==> src/rtl/tone_map_pkg.sv <==
// Shared defaults and types for the tone-map output packer: channel formats,
// frame buffer geometry, writer state encoding and the word FIFO entry layout.
package tone_map_pkg;

  localparam int DEF_FP        = 8;
  localparam int DEF_RED_W     = 5;
  localparam int DEF_GREEN_W   = 6;
  localparam int DEF_BLUE_W    = 5;
  localparam int DEF_DATA_W    = 256;
  localparam int DEF_ADDR_STEP = 4;
  localparam int DEF_FB_WORDS  = 19200;
  localparam logic [24:0] DEF_FB_BASE = 25'hE1000;

  typedef enum logic [1:0] {
    IDLE,
    ISSUE,
    GAP
  } wr_state_t;

  // Entry layout at the default word width; the top builds the same layout at its own DATA_W.
  typedef struct packed {
    logic                  sof;
    logic [DEF_DATA_W-1:0] data;
  } fifo_entry_t;

endpackage

==> src/rtl/tone_map_word_fifo.sv <==
// Small synchronous FIFO for assembled RAM words. Push while full is honoured
// only when a pop happens in the same cycle, leaving the occupancy unchanged.
module tone_map_word_fifo #(
  parameter int W     = 257,
  parameter int DEPTH = 4
) (
  input  logic         clk,
  input  logic         rst,
  input  logic         push,
  input  logic [W-1:0] push_data,
  input  logic         pop,
  output logic [W-1:0] pop_data,
  output logic         full,
  output logic         empty
);

  localparam int AW = $clog2(DEPTH);

  logic [W-1:0] mem [DEPTH];
  logic [AW:0]  wptr;
  logic [AW:0]  rptr;
  logic         do_push;
  logic         do_pop;

  // Pointers carry one wrap bit so full and empty are distinguishable.
  assign full     = (wptr[AW] != rptr[AW]) && (wptr[AW-1:0] == rptr[AW-1:0]);
  assign empty    = (wptr == rptr);
  assign do_pop   = pop && !empty;
  assign do_push  = push && (!full || do_pop);
  assign pop_data = mem[rptr[AW-1:0]];

  always_ff @(posedge clk or posedge rst) begin
    if (rst) begin
      wptr <= '0;
      rptr <= '0;
    end else begin
      if (do_push) wptr <= wptr + 1'b1;
      if (do_pop)  rptr <= rptr + 1'b1;
    end
  end

  always_ff @(posedge clk) begin
    if (do_push) mem[wptr[AW-1:0]] <= push_data;
  end

endmodule

==> src/rtl/tone_map_packer.sv <==
// Quantises tone-mapped RGB pixels, packs them into RAM words and writes the words
// into a rotating set of frame buffers. TONE_MAP_ROUND_EN selects round-half-up quantisation.
module tone_map_packer
  import tone_map_pkg::*;
#(
  parameter int                FP         = DEF_FP,
  parameter int                RED_W      = DEF_RED_W,
  parameter int                GREEN_W    = DEF_GREEN_W,
  parameter int                BLUE_W     = DEF_BLUE_W,
  parameter int                DATA_W     = DEF_DATA_W,
  parameter int                ADDR_W     = 25,
  parameter int                ADDR_STEP  = DEF_ADDR_STEP,
  parameter logic [ADDR_W-1:0] FB_BASE    = ADDR_W'(DEF_FB_BASE),
  parameter int                FB_WORDS   = DEF_FB_WORDS,
  parameter int                N_BUF      = 2,
  parameter int                FIFO_DEPTH = 4,
  parameter bit                BYTE_SWAP  = 1'b1
) (
  input  logic              clk,
  input  logic              rst,
  input  logic              frame_start,
  input  logic              d_valid,
  input  logic [31:0]       d_red,
  input  logic [31:0]       d_green,
  input  logic [31:0]       d_blue,
  output logic              d_ready,
  input  logic              ram_busy,
  output logic              wr_req,
  output logic [DATA_W-1:0] wr_data,
  output logic [ADDR_W-1:0] wr_address,
  output logic [2:0]        last_frame,
  output logic              frame_done,
  output logic              sync_err
);

  localparam int PIX_W = RED_W + GREEN_W + BLUE_W;
  localparam int PPW   = DATA_W / PIX_W;
  localparam int PC_W  = (PPW > 1) ? $clog2(PPW) : 1;
  localparam int WC_W  = (FB_WORDS > 1) ? $clog2(FB_WORDS) : 1;
  localparam logic [PC_W-1:0]   LAST_PIX  = PC_W'(PPW - 1);
  localparam logic [WC_W-1:0]   LAST_WORD = WC_W'(FB_WORDS - 1);
  localparam logic [2:0]        LAST_BUF  = 3'(N_BUF - 1);
  localparam logic [ADDR_W-1:0] BUF_SPAN  = ADDR_W'(FB_WORDS * ADDR_STEP);

  typedef struct packed {
    logic              sof;
    logic [DATA_W-1:0] data;
  } entry_t;

  function automatic logic [31:0] quant(input logic [31:0] d, input int w);
    logic [32:0] s;
    logic [32:0] mx;
`ifdef TONE_MAP_ROUND_EN
    s = ({1'b0, d} + (33'd1 << (FP - 1))) >> FP;
`else
    s = {1'b0, d} >> FP;
`endif
    mx = (33'd1 << w) - 33'd1;
    return (s > mx) ? mx[31:0] : s[31:0];
  endfunction

  logic [PIX_W-1:0]  pix_raw;
  logic [PIX_W-1:0]  pix;
  logic [PC_W-1:0]   pix_cnt;
  logic [PC_W-1:0]   slot;
  logic [DATA_W-1:0] asm_q;
  logic [DATA_W-1:0] asm_d;
  logic              asm_sof;
  logic              sof_pend;
  logic              accept;
  logic              word_last;
  logic              push;
  logic              pop;
  logic              fifo_full;
  logic              fifo_empty;
  entry_t            push_entry;
  entry_t            pop_entry;

  always_comb begin
    pix_raw = {RED_W'(quant(d_red, RED_W)), GREEN_W'(quant(d_green, GREEN_W)),
               BLUE_W'(quant(d_blue, BLUE_W))};
    pix = pix_raw;
    if (BYTE_SWAP && (PIX_W % 8 == 0)) begin
      for (int i = 0; i < PIX_W / 8; i++) pix[i*8 +: 8] = pix_raw[PIX_W-8-i*8 +: 8];
    end
  end

  // A pixel transfers on d_valid && d_ready; d_ready only drops when the word
  // being assembled would complete into a full FIFO.
  assign d_ready = !(fifo_full && (pix_cnt == LAST_PIX));
  assign accept  = d_valid && d_ready;

  always_comb begin
    slot      = frame_start ? '0 : pix_cnt;
    word_last = (slot == LAST_PIX);
    asm_d     = asm_q;
    for (int k = 0; k < PPW; k++) begin
      if (slot == PC_W'(k)) asm_d[k*PIX_W +: PIX_W] = pix;
    end
    push            = accept && word_last;
    push_entry.data = asm_d;
    push_entry.sof  = (slot == '0) ? (sof_pend || frame_start) : asm_sof;
  end

  always_ff @(posedge clk or posedge rst) begin
    if (rst) begin
      pix_cnt  <= '0;
      asm_q    <= '0;
      asm_sof  <= 1'b0;
      sof_pend <= 1'b0;
    end else if (accept) begin
      asm_q   <= asm_d;
      pix_cnt <= word_last ? '0 : slot + 1'b1;
      if (slot == '0) begin
        asm_sof  <= sof_pend || frame_start;
        sof_pend <= 1'b0;
      end
    end else if (frame_start) begin
      pix_cnt  <= '0;
      sof_pend <= 1'b1;
    end
  end

  tone_map_word_fifo #(
    .W    (DATA_W + 1),
    .DEPTH(FIFO_DEPTH)
  ) u_fifo (
    .clk      (clk),
    .rst      (rst),
    .push     (push),
    .push_data(push_entry),
    .pop      (pop),
    .pop_data (pop_entry),
    .full     (fifo_full),
    .empty    (fifo_empty)
  );

  wr_state_t       state;
  wr_state_t       state_d;
  logic [2:0]      fb_idx;
  logic [2:0]      fb_eff;
  logic [2:0]      fb_wrap;
  logic [WC_W-1:0] wcnt;
  logic [WC_W-1:0] wcnt_eff;
  logic            resync;

  always_ff @(posedge clk or posedge rst) begin
    if (rst) state <= IDLE;
    else     state <= state_d;
  end

  // Two dead cycles after each request give the RAM controller time to raise ram_busy.
  always_comb begin
    state_d = state;
    pop     = 1'b0;
    case (state)
      IDLE: begin
        if (!fifo_empty && !ram_busy) begin
          pop     = 1'b1;
          state_d = ISSUE;
        end
      end
      ISSUE:   state_d = GAP;
      GAP:     state_d = IDLE;
      default: state_d = IDLE;
    endcase
  end

  // A start-of-frame word arriving mid-buffer abandons that buffer and starts the next one.
  always_comb begin
    resync   = pop_entry.sof && (wcnt != '0);
    fb_eff   = fb_idx;
    wcnt_eff = wcnt;
    if (resync) begin
      fb_eff   = (fb_idx == LAST_BUF) ? 3'd0 : fb_idx + 3'd1;
      wcnt_eff = '0;
    end
    fb_wrap = (fb_eff == LAST_BUF) ? 3'd0 : fb_eff + 3'd1;
  end

  always_ff @(posedge clk or posedge rst) begin
    if (rst) begin
      wr_req     <= 1'b0;
      wr_data    <= '0;
      wr_address <= FB_BASE;
      last_frame <= LAST_BUF;
      frame_done <= 1'b0;
      fb_idx     <= 3'd0;
      wcnt       <= '0;
    end else begin
      wr_req     <= pop;
      frame_done <= 1'b0;
      if (pop) begin
        wr_data    <= pop_entry.data;
        wr_address <= FB_BASE + ADDR_W'(fb_eff) * BUF_SPAN + ADDR_W'(wcnt_eff) * ADDR_W'(ADDR_STEP);
        if (wcnt_eff == LAST_WORD) begin
          last_frame <= fb_eff;
          frame_done <= 1'b1;
          fb_idx     <= fb_wrap;
          wcnt       <= '0;
        end else begin
          fb_idx <= fb_eff;
          wcnt   <= wcnt_eff + 1'b1;
        end
      end
    end
  end

  always_ff @(posedge clk or posedge rst) begin
    if (rst) sync_err <= 1'b0;
    else if ((frame_start && (pix_cnt != '0)) || (pop && resync)) sync_err <= 1'b1;
  end

endmodule

==> config.mk <==
export PLATFORM = sky130hd
export DESIGN_NAME = tone_map_packer
export DESIGN_NICKNAME = d
export VERILOG_FILES = /design/src/rtl/tone_map_pkg.sv /design/src/rtl/tone_map_word_fifo.sv /design/src/rtl/tone_map_packer.sv
export SDC_FILE = /design/constraint.sdc
export NUM_CORES = 2
export LEC_CHECK = 0
export BUFFER_PORTS_ARGS = -buffer_cell sky130_fd_sc_hd__buf_2
export CAP_MARGIN = 20
export CORE_UTILIZATION = 60
export DETAILED_ROUTE_END_ITERATION = 10
export GPL_TIMING_DRIVEN = 0
export PLACE_DENSITY = 0.78
export SETUP_SLACK_MARGIN = 0.2
export SYNTH_ARGS = -nofsm -noshare
export SYNTH_HDL_FRONTEND = slang
export SYNTH_HIERARCHICAL = 1
export SYNTH_SLANG_ARGS = --single-unit
==> constraint.sdc <==
create_clock -name clk -period 49.1 [get_ports clk]
set_input_delay 4.91 -clock clk [delete_from_list [all_inputs] [get_ports clk]]
set_output_delay 4.91 -clock clk [all_outputs]
set_load 0.01 [all_outputs]
## Word level (Yosys, flattened, before mapping)

Memories as Yosys holds them, arrays and structs flattened.
Index checks and enable logic that the tools add are counted.

| operators by class | value |
|---|---|
| multiply operators | 1 |
| $add $sub $neg | 8 |
| order comparisons | 3 |
| muxes and demuxes | 40 |
| reductions and logical operators | 24 |
| eq/ne operators | 25 |

Operators with widths:

| operator | count |
|---|---|
| $mux 16 | 16 |
| $gt 24x5->1 const B | 2 |
| $eq 4x4->1 const B | 9 |
| $mux 15 | 2 |
| $gt 24x6->1 const B | 1 |
| $add 21x17->22 | 1 |
| $add 20x20->21 const A | 1 |
| $eq 4x3->1 const B | 4 |
| $add 15x1->15 const B | 1 |
| $eq 15x15->1 const B | 1 |
| $reduce_bool 15->1 | 1 |
| $add 3x1->3 const B | 4 |
| $mux 3 | 4 |
| $mux 4 | 3 |
| $logic_and 1x1->1 | 10 |
| $mul 3x7->10 const B | 1 |
| $mux 1 | 10 |
| $mux 5 | 2 |
| $eq 4x2->1 const B | 2 |
| $eq 3x1->1 const B | 2 |
| $mux 6 | 1 |
| $add 4x1->4 const B | 1 |
| $eq 4x1->1 const B | 1 |
| $logic_not 1->1 | 4 |
| 14 further kinds | 17 |

| storage, ports and cells | value |
|---|---|
| RAM bits | 1028 |
| bits in registers | 575 |
| memories | 1 |
| logic and storage cells | 117 |

Memories:

| name | depth | bits a word | read ports | clocked after memory_dff | write ports | line | text |
|---|---|---|---|---|---|---|---|
| u_fifo.mem | 4 | 257 | 1 | 0 | 1 | tone_map_word_fifo.sv:19 | `logic [W-1:0] mem [DEPTH];` |

## Logic depth before layout (Yosys ltp)

| logic depth | value |
|---|---|
| depth in word-level cells | 10 |
| gate-level depth with buffers | 25 |

## Hierarchy

The synthesis kept the hierarchy.

By module, submodules not included:

| module | area each (µm²) | times used | seq. area each (µm²) | cells each |
|---|---|---|---|---|
| tone_map_word_fifo | 37452.2 | 1 | 31019.8 | 1379 |
| tone_map_packer | 24616.1 | 1 | 14119.8 | 2951 |

## Least setup slack after synthesis

No wires, ideal clock.

| path | value |
|---|---|
| kind | input to register |
| start point | input ram_busy |
| end point | memory u_fifo.mem[1][0] (enable) |
| slack | 36150 ps |
| arrival | 12299 ps |
| cell stages on the path | 6 |
| buffers on the path | 2 |
| path through | or4_1 > inv_1 > clkbuf_1 > clkbuf_1 > or4_4 > and3_1 |

| on the way | value |
|---|---|
| cells in the longest elaborated chain, start to end | 9 |

RTL lines:

| element | line | text |
|---|---|---|
| start: declaration | tone_map_packer.sv:27 | `input logic ram_busy,` |
| $logic_not 1->1 | tone_map_packer.sv:158 | `if (!fifo_empty && !ram_busy) begin` |
| $logic_and 1x1->1 | tone_map_packer.sv:158 |  |
| $mux 1 | tone_map_packer.sv:158 |  |
| $mux 1 | tone_map_packer.sv:156 | `case (state)` |
| named net pop | tone_map_packer.sv:73 | `logic pop;` |
| $logic_and 1x1->1 | tone_map_word_fifo.sv:28 | `assign do_pop = pop && !empty;` |
| $logic_or 1x1->1 | tone_map_word_fifo.sv:29 | `assign do_push = push && (!full \|\| do_pop);` |
| $logic_and 1x1->1 | tone_map_word_fifo.sv:29 |  |
| $mux 1 | tone_map_word_fifo.sv:43 | `if (do_push) mem[wptr[AW-1:0]] <= push_data;` |
| $mux 1 (implied by the code) | tone_map_word_fifo.sv:43 |  |
| end: declaration | tone_map_word_fifo.sv:19 |  |

The timed path passes the listed nets, and every way through them passes these cells.

## Final worst setup path

| path | value |
|---|---|
| start point | input ram_busy |
| end point | memory u_fifo.mem[0][133] (enable) |

Same word-level chain as after synthesis.

==> summary.md <==
| Metric | Value |
|---|---|
| Status | `finished clean` |
| Post-CTS setup buffers | `0` |
| Total power | `2.74 mW` |
| Ys async rst share | `35.7%` |
| Drt first-iter violations | `5264` |
| Max Cap Violations | `0` |
| Die Ht | `between 300 and 400 um` |
| Tcrit/Tclk final | `18.2%` |
| NumNets Final | `approximately 5000` |
| Met2 global-route usage | `47.7%` |
| Largest net degree at the start of global routing | `126` |
| Layout Cell Area excl Fill | `71100 um2` |
| Vias post-DR | `39520` |
| FMAX | `112 MHz` |
| Routed WL | `161 mm` |
| # port buffers | `359` |
| GR peak layer | `met2` |
| Worst Tran Pin Value | `1280 ps` |
| Initial antenna violation count | `8` |
| Setup TNS | `0 ps` |
| Post-DP HPWL | `about 100 mm` |
| Number of synthesized flops with an enable pin | `1028` |
| Min-Delay Path Class | `reg -> reg` |
| Grt ovf | `0` |
| Cts-stage hold buffer count | `0` |
| Syn. warnings | `6` |
| Area grow syn2layout | `14.6%` |
| Clock root cell | `clkbuf_16` |
| Sink Count | `1598` |
| CP top delay family | `buffers and inverters` |
| Worst path cell trace | `buf_2 -> or4_1 -> inv_1 -> clkbuf_1 -> clkbuf_1 -> or4_4 -> and3_4 -> buf_16 -> buf_16 -> buf_16 -> buf_16` |
| Drt via density | `6.20` |
| Crit path largest cell delay | `810 ps` |
| Number of fill cells | `6500` |
| CTS tree | `done` |
| Remaining DRCs | `0` |
| Bufs and invs on worst path | `8` |
| PnR worst setup slack | `40140 ps` |
| Share of cells above drive strength 1 | `about a fifth` |
| Synth unique cells | `58` |
| Dpl ws | `about 39000 ps` |
| Pwr/cell area | `38.6 nW/um2` |
| Grt met1 use | `43.7%` |
| Top_reg_cell synth | `edfxtp_1` |
| Crit path arrival time | `about 9400 ps` |
| CTS H-Tree Depth | `4` |
| RSZ-0062 raised after global routing | `false` |
| CTS-repair resized insts | `0` |
| Vias in the first global route | `between 30000 and 40000` |
| Final setup fails | `0` |
| First-pass GRT wire length | `~240 mm` |
| R2R depth | `13` |
| Synth Instances | `4330` |
| Finished Layout Cells | `6370` |
| Total GRT Usage | `31.3%` |
| Hold_ws | `430 ps` |
| Antenna Nets Post-Route | `0` |
| Post-DR wirelength/cell | `25.3 um` |
| Synth top area share | `49.7%` |
| Clock-pin slew on the worst setup and hold paths | `roughly 60 ps` |
| Fin util | `69.6%` |
| Final Hold Fails | `0` |
| Largest area contributor in the netlist | `edfxtp_1` |
| GP Congestion | `0.894` |
| Max VDD drop | `about 0.028 mV` |
| Period minus WS final | `around 9000 ps` |
| Skew final | `~29 ps` |
| DR pass1 iterations | `7` |
| Required time worst endpoint | `49540 ps` |
| Num CTS Buffers | `151` |
| Synthesized area per cell | `14.3 um2` |
| Initial Util | `between 60% and 70%` |
| CP Class | `in -> reg` |
| Most common cell on crit path | `buf_16` |
| Pleak | `29.4 nW` |
| CP Launch Type | `primary input` |
| Hold path depth | `1` |
| Rows | `117` |
| Synthesized cell area | `62100 um2` |
| Worst skew pair latency | `780 ps` |
| Count of pins over their slew limit | `0` |
| Worst path slowest cell | `clkbuf_1` |
| Placed cell count | `6084` |
| Worst Setup End Kind | `register` |
| Die width | `~320 um` |
| CP max FO | `54` |
| Sequential area share after synthesis | `72.7%` |
| Relative slew margins | `approximately 15%` |
| Synth top area cells | `edfxtp_1, dfrtp_1, mux4_2, nand2_1, o21ai_0` |
| Number of synthesized register bits | `between 1500 and 2000` |
| Max clock buf depth | `3` |
| WP depth | `11` |
| Grt met3 use | `7.12%` |
| I/O pins | `389` |
| Dpl cell area | `approximately 66000 um2` |
| Die area | `105000 um2` |
| Core Region | `between 100000 and 150000 um2` |
[metal layers]
metal,part of all wire [%],routed length (um),vias to the layer above
met5,0.040,65,-
met4,4.6,7390,10
met3,11,17400,473
met2,47,75500,2541
met1,38,60800,19895
li1,-,-,16601
[cells in the final DEF, fill, tap and decap left out, types with 5 or more instances in the layout]
master     Yosys  layout
clkinv_8       0       6
a21oi_1      141     141
xor2_1         6       6
nand3_1       22      22
mux4_2       257     257
nor3_1         7       7
xnor2_1       16      16
clkbuf_16      0     160
buf_2         29     388
buf_16         0      20
conb_1         1       5
o21ai_0      420     420
nand2b_1      11      11
inv_1         29      27
clkinv_1       0       6
clkinv_2       0      26
nand2_1     1224    1224
dfrtp_1      565     565
buf_1         13      13
a21o_1         6       6
buf_4         28      28
and3_1         9       6
ha_1          34      34
nor2b_1       11      11
nor2_1       166     166
or4_1          9       9
edfxtp_1    1028    1028
nor4_1        14      14
dfstp_2        5       5
clkbuf_1     215     269
clkbuf_8       0      20
[kinds of logic after synthesis]
group,Yosys count,synth area share (%)
adders and majority gates,36,0.750
buffers and inverters,317,2.17
AOI/OAI and AO/OA,593,4.98
xor gates and xnor gates,25,0.425
DFF,1598,72.7
muxes,264,9.45
other,1,0.00604
and+or+nand+nor,1496,9.49
[sequential cells by signal (all words and copies together) (netlist names)]
signal       cells
wcnt            15
pix_cnt          4
asm_q          256
state            2
sof_pend         1
wr_req           1
frame_done       1
last_frame       3
sync_err         1
u_fifo/wptr      3
wr_address      20
asm_sof          1
fb_idx           3
u_fifo/rptr      3
u_fifo/mem    1028
wr_data        256
[worst paths after layout]
check                               start                  to  slack (ps)
min                              state[1]            state[1]         430
min reg2reg                      state[1]            state[1]         430
max in group asynchronous             rst        wr_data[168]       43040
min in group asynchronous             rst      u_fifo/wptr[0]        4180
max reg2reg                u_fifo/rptr[0]  u_fifo/mem[0][133]       43230
max                              ram_busy  u_fifo/mem[0][133]       40140
[power breakdown]
| part | switching [mW] | leakage, nW | internal (mW) |
|---|---|---|---|
| logic | 0.0724 | 9.02 | 0.0256 |
| registers | 0.0156 | 18.0 | 1.48 |
| clock network | 0.502 | 2.39 | 0.648 |
| total | 0.590 | 29.4 | 2.15 |
[cell usage after synthesis, types with 2 or more instances]
| cell type | n |
|---|---|
| fa_1 | 2 |
| nand4_1 | 4 |
| nand4b_1 | 3 |
| o31ai_1 | 3 |
| nor3_1 | 7 |
| a31oi_1 | 3 |
| nor4_1 | 14 |
| inv_1 | 29 |
| or3_1 | 2 |
| dfrtp_1 | 565 |
| nand2b_1 | 11 |
| or2_2 | 4 |
| edfxtp_1 | 1028 |
| buf_1 | 13 |
| a21o_1 | 6 |
| dfstp_2 | 5 |
| or4_4 | 2 |
| xor2_4 | 2 |
| ha_1 | 34 |
| nor2b_1 | 11 |
| o21bai_1 | 2 |
| o41ai_2 | 3 |
| nand2_1 | 1224 |
| buf_2 | 29 |
| nor2_1 | 166 |
| mux2_1 | 2 |
| nand3_1 | 22 |
| a21oi_1 | 141 |
| o21ai_0 | 420 |
| buf_6 | 2 |
| clkbuf_1 | 215 |
| xor2_1 | 6 |
| and2_1 | 4 |
| a211oi_1 | 2 |
| mux4_2 | 257 |
| xnor2_1 | 16 |
| buf_4 | 28 |
| and3_1 | 9 |
| a22o_1 | 3 |
| mux2_2 | 4 |
| or4_1 | 9 |
| a221o_1 | 2 |
[area by class of cell]
type | instances | area [um2] | share of cell area [%]
sequential | 1598 | 45100 | 63.5
multi-input combinational | 2419 | 15600 | 21.9
clock buffer | 235 | 4490 | 6.31
timing repair buffer | 384 | 2430 | 3.41
tap | 1368 | 1710 | 2.41
buffer | 287 | 1230 | 1.74
clock inverter | 47 | 392 | 0.551
inverter | 30 | 128 | 0.179
antenna | 2 | 5.00 | 0.00704
(Power assumes the default switching activity.)
